File: config.mk
export PLATFORM = sky130hd
export DESIGN_NAME = rotator_multiply
export DESIGN_NICKNAME = d
export VERILOG_FILES = /design/src/rtl/rotator_multiply.sv
export SDC_FILE = /design/constraint.sdc
export NUM_CORES = 2
export LEC_CHECK = 0
export ABC_AREA = 1
export BUFFER_PORTS_ARGS = -buffer_cell sky130_fd_sc_hd__clkbuf_2
export CAP_MARGIN = 20
export CORE_UTILIZATION = 65
export CTS_CLUSTER_DIAMETER = 40
export DETAILED_ROUTE_END_ITERATION = 8
export GPL_ROUTABILITY_DRIVEN = 0
export PLACE_DENSITY = 0.81
export SLEW_MARGIN = 20
export SYNTH_ARGS = -nofsm -noshare
export SYNTH_HDL_FRONTEND = slang
export SYNTH_SLANG_ARGS = --single-unit
File: constraint.sdc
create_clock -name clk -period 6.4 [get_ports clk]
set_input_delay 0.64 -clock clk [delete_from_list [all_inputs] [get_ports clk]]
set_output_delay 0.64 -clock clk [all_outputs]
set_load 0.01 [all_outputs]
File: src/rtl/rotator_multiply.sv
// rotator_multiply: twiddle rotation stage of a streaming FFT layer.
// Four-stage pipeline with capture, products, sums, and round/saturate.
// Samples with select=0 bypass the math but keep the same latency.
// Data registers load every cycle. Only the valid bits and the output/status
// registers are reset, so a reset drops every sample still in flight.
module rotator_multiply #(
    parameter int DATA_W = 16,
    parameter int TW_W   = 18,
    parameter int LAT    = 4
) (
    input  logic              clk,
    input  logic              rst,
    input  logic              din_valid,
    input  logic [DATA_W-1:0] din_re,
    input  logic [DATA_W-1:0] din_im,
    input  logic              select,
    input  logic [TW_W-1:0]   tw_re,
    input  logic [TW_W-1:0]   tw_im,
    output logic              dout_valid,
    output logic [DATA_W-1:0] dout_re,
    output logic [DATA_W-1:0] dout_im,
    output logic              sat_flag,
    output logic [15:0]       sat_count
);

    localparam int MW   = DATA_W + TW_W;      // product width
    localparam int PW   = DATA_W + TW_W + 1;  // sum width, holds ac-bd without wrap
    localparam int FRAC = TW_W - 2;           // twiddle fraction bits

    localparam logic signed [PW-1:0] ROUND_C = PW'(1) <<< (FRAC - 1);
    localparam logic signed [PW-1:0] MAX_P   = (PW'(1) <<< (DATA_W - 1)) - PW'(1);
    localparam logic signed [PW-1:0] MIN_P   = -(PW'(1) <<< (DATA_W - 1));
    localparam logic [DATA_W-1:0]    MAX_D   = {1'b0, {(DATA_W-1){1'b1}}};
    localparam logic [DATA_W-1:0]    MIN_D   = {1'b1, {(DATA_W-1){1'b0}}};

    // Stage valid bits: vld_pipe[k] qualifies stage k+1 registers.
    logic [LAT-2:0] vld_pipe;

    // S1 registers
    logic signed [DATA_W-1:0] re1, im1;
    logic signed [TW_W-1:0]   twr1, twi1;
    logic                     sel1;

    // S2 registers
    logic signed [MW-1:0]     ac2, bd2, ad2, bc2;
    logic signed [DATA_W-1:0] re2, im2;
    logic                     sel2;

    // S3 registers
    logic signed [PW-1:0]     pre3, pim3;
    logic signed [DATA_W-1:0] re3, im3;
    logic                     sel3;

    // S4 combinational rounding and clipping
    logic signed [PW-1:0]     rnd_re, rnd_im;
    logic                     sat_re, sat_im;
    logic [DATA_W-1:0]        res_re, res_im;
    logic                     sat_any;

    // Valid shift register; reset drops every in-flight sample.
    always_ff @(posedge clk) begin
        if (rst) begin
            vld_pipe <= '0;
        end else begin
            vld_pipe <= {vld_pipe[LAT-3:0], din_valid};
        end
    end

    // S1: capture sample, twiddle and select as they arrive together.
    always_ff @(posedge clk) begin
        re1  <= $signed(din_re);
        im1  <= $signed(din_im);
        twr1 <= $signed(tw_re);
        twi1 <= $signed(tw_im);
        sel1 <= select;
    end

    // S2: the four partial products, sign-extended to full product width.
    always_ff @(posedge clk) begin
        ac2  <= MW'(re1) * MW'(twr1);
        bd2  <= MW'(im1) * MW'(twi1);
        ad2  <= MW'(re1) * MW'(twi1);
        bc2  <= MW'(im1) * MW'(twr1);
        re2  <= re1;
        im2  <= im1;
        sel2 <= sel1;
    end

    // S3: complex sums with one guard bit so no wrap is possible.
    always_ff @(posedge clk) begin
        pre3 <= PW'(ac2) - PW'(bd2);
        pim3 <= PW'(ad2) + PW'(bc2);
        re3  <= re2;
        im3  <= im2;
        sel3 <= sel2;
    end

    // Round half up, drop the fraction, then clip each component to DATA_W.
    always_comb begin
        rnd_re = (pre3 + ROUND_C) >>> FRAC;
        rnd_im = (pim3 + ROUND_C) >>> FRAC;
        sat_re = 1'b0;
        sat_im = 1'b0;
        res_re = rnd_re[DATA_W-1:0];
        res_im = rnd_im[DATA_W-1:0];
        if (rnd_re > MAX_P) begin
            res_re = MAX_D;
            sat_re = 1'b1;
        end else if (rnd_re < MIN_P) begin
            res_re = MIN_D;
            sat_re = 1'b1;
        end
        if (rnd_im > MAX_P) begin
            res_im = MAX_D;
            sat_im = 1'b1;
        end else if (rnd_im < MIN_P) begin
            res_im = MIN_D;
            sat_im = 1'b1;
        end
        sat_any = sel3 && (sat_re || sat_im);
    end

    // S4: output register; holds its last value when no sample arrives.
    always_ff @(posedge clk) begin
        if (rst) begin
            dout_valid <= 1'b0;
            dout_re    <= '0;
            dout_im    <= '0;
        end else begin
            dout_valid <= vld_pipe[LAT-2];
            if (vld_pipe[LAT-2]) begin
                dout_re <= sel3 ? res_re : re3;
                dout_im <= sel3 ? res_im : im3;
            end
        end
    end

    // Saturation status: sticky flag and a per-sample counter that holds at max.
    always_ff @(posedge clk) begin
        if (rst) begin
            sat_flag  <= 1'b0;
            sat_count <= '0;
        end else if (vld_pipe[LAT-2] && sat_any) begin
            sat_flag <= 1'b1;
            if (sat_count != 16'hFFFF) begin
                sat_count <= sat_count + 16'd1;
            end
        end
    end

endmodule
# Word-level counts from Yosys, hierarchy flattened

Index checks and enable logic that the tools add are counted.

$add $sub $neg: 5
$mul: 4
$lt $le $gt $ge: 4
Equal/unequal tests: 1
Multiplexer cells: 10
Reductions and logical operators: 4

Operator list:

| kind                                                             | count |
|---|---|
| multiplier 16 x 18 -> 34 bit                                     | 4 |
| 2-to-1 mux 16 bit                                                | 6 |
| adder 35 x 17 -> 35 bit (second input constant)                  | 2 |
| greater-than comparator 19 x 16 -> 1 bit (second input constant) | 2 |
| less-than comparator 19 x 16 -> 1 bit (second input constant)    | 2 |
| adder 34 x 34 -> 35 bit                                          | 1 |
| subtractor 34 x 34 -> 35 bit                                     | 1 |
| adder 16 x 1 -> 16 bit (second input constant)                   | 1 |
| inequality test 16 bit (second input constant)                   | 1 |
| 2-to-1 mux 1 bit                                                 | 4 |
| logical AND 1 bit                                                | 2 |
| AND reduction 2 bit                                              | 1 |
| logical OR 1 bit                                                 | 1 |

Flip-flop bits (word level): 394
Output and inout port bits: 50

# Longest topological paths before layout

Depth after elaboration: 8
Mapped depth: 27

# Worst setup path before layout

Ideal clock, no wire load.

Kind: register -> register
Start: reg re1[5]
End: reg ad2[33]
Setup time: 0.117 ns
Arrival: 5.694 ns
Path slack: 0.589 ns
Cell stages (with the launch flop): 22
Period minus slack after synthesis: 5.811 ns
Path through: dfxtp_1 clkbuf_1 clkbuf_1 nand2_1 fa_1 inv_1 fa_1 fa_1 fa_1 fa_1 inv_1 fa_1 inv_1 ha_1 nand2_1 nor4_1 nand2_1 o211ai_1 and3_1 nor2_1 nand2_1 nand2_1

Word-level cells in the longest chain between the ends: 1

Ends and longest elaborated chain:

| what                         | line | RTL |
|---|---|---|
| start, declared              | 40   | `logic signed [DATA_W-1:0] re1, im1;` |
| start signal, assigned       | 71   | `re1 <= $signed(din_re);` |
| multiplier 16 x 18 -> 34 bit | 82   | `ad2 <= MW'(re1) * MW'(twi1);` |
| end signal, assigned         | 82   |  |
| end, declared                | 45   | `logic signed [MW-1:0] ac2, bd2, ad2, bc2;` |

Every way passes these cells.
A chain may end at the register's enable or synchronous reset.

# Worst setup path after layout

Start: reg twr1[1]
End: reg ac2[25]

Word-level cells in the longest chain between the ends: 1

Ends and longest elaborated chain:

| what                         | line | RTL |
|---|---|---|
| start, declared              | 41   | `logic signed [TW_W-1:0] twr1, twi1;` |
| start signal, assigned       | 73   | `twr1 <= $signed(tw_re);` |
| multiplier 16 x 18 -> 34 bit | 80   | `ac2 <= MW'(re1) * MW'(twr1);` |
| end signal, assigned         | 80   |  |
| end, declared                | 45   |  |

Every way passes these cells.

==> impl_metrics.env <==
export IMPL_fin_crit_ps=6180
export IMPL_final_nets=8939
export IMPL_fmax_mhz=162
export IMPL_die_h_um=302
export IMPL_crit_type="reg -> reg"
export IMPL_antenna_found_initial=3
export IMPL_ys_warn_count=0
export IMPL_yosysSeqAreaShare_pct=12.5
export IMPL_synthCells=7240
export IMPL_crit_path_start_kind="flop"
export IMPL_area_delta_synth_final_pct=7.75
export IMPL_synth_top_flop_cell="dfxtp_1"
export IMPL_worstPathArrival_ps=6710
export IMPL_rows=109
export IMPL_critPathCaptureType="flop"
export IMPL_cp_max_fo=14
export IMPL_synth_area_um2=58300
export IMPL_drv_cap=0
export IMPL_vias_per_cell=5.50
export IMPL_final_cell_count_no_fill=8508
export IMPL_finalMaxSlewViolations=0
export IMPL_cts_sinks=364
export IMPL_grt_pass1_wl_um=251000
export IMPL_drive_above_1_share_pct=5.72
export IMPL_clkLatencyLatePin_ps=650
export IMPL_synth_seq_cells=364
export IMPL_setup_viol=0
export IMPL_die_x_um=302
export IMPL_synth_edf_count=0
export IMPL_synthArstFlopShare_pct=0
export IMPL_cts_made_buffers=55
export IMPL_vias=46797
export IMPL_fin_crit_sh_pct=96.6
export IMPL_hp_class="in -> reg"
export IMPL_setup_tns_ps=0
export IMPL_wl_per_cell_um=18.0
export IMPL_yosys_cell_types_count=54
export IMPL_coreArea_um2=88600
export IMPL_routed_wl_um=153000
export IMPL_h_tree_depth=2
export IMPL_clk_pin_slew_ps=60
export IMPL_ant_nets=0
export IMPL_io_pins=122
export IMPL_cts_buffer_depth=3
export IMPL_grt_use_total_pct=35.3
export IMPL_start_util_pct=65.8
export IMPL_violations="DRC"
export IMPL_status="complete, but fails checks"
export IMPL_slew_headroom_pct=31.4
export IMPL_dp_cells=8400
export IMPL_io_buffers=121
export IMPL_drc=46
export IMPL_whs_ps=90.0
export IMPL_hpwlAfterDp_um=122000
export IMPL_synth_net_count=8885
export IMPL_grt_pass1_vias=49830
export IMPL_tightest_slew_ps=1030
export IMPL_cts_root_buffer="clkbuf_16"
export IMPL_hold_viol=0
export IMPL_final_util_pct=70.9
export IMPL_dr_pass1_iters=9
export IMPL_drt_iter0_markers=4242
export IMPL_tritoncts="built"
export IMPL_worstPathRequired_ps=6930
export IMPL_fp_dieArea_um2=90900
export IMPL_overflow=0
export IMPL_fin_skew_ps=44.5
export IMPL_avgSynthCellArea_um2=8.06
export IMPL_grt_start_max_net_pins=49
==> kinds of logic (layout without fill, tap and decap cells) <==
family          Yosys count  after routing  synth area share (%)
fa+ha+maj              1573           1573                  48.7
flops                   364            364                  12.5
simple gates           2136           2136                  14.5
other cells               0              3                     0
xor+xnor                214            214                  3.21
compound gates          578            578                  5.79
buf+inv                2375           2475                  15.3
==> through the flow <==
stage	setup WS, ps	instance area (um2)
floorplan	589	58300
global placement	230	60900
detailed placement	150	60900
CTS	138	62800
global route	-0.796	62800
finish	219	62800
==> cell usage in the layout (no fill, tap or decap), types with 5 or more instances in the layout <==
cell        Yosys  routed
a21boi_0        9       9
o21a_1         11      11
clkinvlp_4      0      11
a211oi_1        5       5
dfxtp_1       364     359
dfxtp_2         0       5
nor2_2          6       6
o211ai_1       25      25
inv_8           0       9
inv_1        2108    2108
o21bai_1       30      30
fa_1         1160    1159
nand2_1      1639    1639
o21ai_0       137     136
xor2_1        143     143
buf_4           3      97
xnor2_1        71      71
inv_6           0       5
clkbuf_2        0     120
or2_2          11      11
a21o_1         39      39
inv_2           5       5
nand4_1        33      33
a21oi_1       259     259
clkbuf_16       0      55
nor4_1         13      13
a21oi_2         9       9
buf_12          1      39
nand2_2        15      15
a31oi_1        27      27
nor2_1        267     267
ha_1          413     413
nor3_1         32      32
nand3_1       106     106
clkinv_4        0       5
==> cells in the mapped netlist, types with 15 or more instances <==
cell      instances  share of area [%]
a21o_1           39               0.50
a21oi_1         259                2.2
a31oi_1          27               0.29
clkbuf_1        245                1.6
dfxtp_1         364                 12
fa_1           1160                 40
ha_1            413                8.9
inv_1          2108                 14
nand2_1        1639                 11
nand2_2          15               0.16
nand3_1         106               0.91
nand4_1          33               0.35
nor2_1          267                1.7
nor3_1           32               0.27
o211ai_1         25               0.32
o21ai_0         137                1.2
o21bai_1         30               0.39
xnor2_1          71                1.1
xor2_1          143                2.1
==> final timing paths <==
kind / startpoint / end / slack (ps) / depth (start not counted)
max: twr1[1]$_DFF_P_ / ac2[25]$_DFF_P_ / 220 / 21
min: din_re[10] / re1[10]$_DFF_P_ / 90 / 1
max reg2reg: twr1[1]$_DFF_P_ / ac2[25]$_DFF_P_ / 220 / 21
min reg2reg: im2[6]$_DFF_P_ / im3[6]$_DFF_P_ / 320 / 0
==> critical path, stage by stage (launching register included) <==
cell	delay, ps
dfxtp_1	890
buf_4	360
nand2_1	100
fa_1	370
inv_1	80
fa_1	400
inv_1	90
fa_1	390
inv_1	80
fa_1	450
fa_1	500
inv_1	50
fa_1	480
inv_1	50
ha_1	330
a21oi_1	250
o21a_1	190
o21ai_0	90
a21oi_1	320
o21ai_0	210
a21oi_1	200
xnor2_1	160
==> per-layer routing <==
layer,global-route usage [%],part of all wire [%]
met5,0,0
met4,16.7,5.2
met3,7.05,11
met2,58.2,47
met1,44.8,37
==> sequential cells by signal (all words and copies together), names as in the netlist, 18 cells and up <==
register and flops:
twi1 18, pim3 20, twr1 18, ad2 34, bc2 34, pre3 20
bd2 34, ac2 34
==> timing repair <==
item	in CTS	in global routing
resized for setup	0	8
hold buffers	0	0
setup buffers	0	2
endpoints found under the setup margin	0	19
==> final cells by class <==
type	count	area [um2]
multi-input combinational	4501	42100
antenna	3	7.51
inverter	2114	7940
fill	6641	25800
timing repair buffer	258	2130
sequential	364	7290
clock inverter	42	502
tap	1165	1460
clock buffer	61	1430
Power is not shown: default switching activity piles up to over one toggle a cycle in this logic, so the estimate is an artifact.
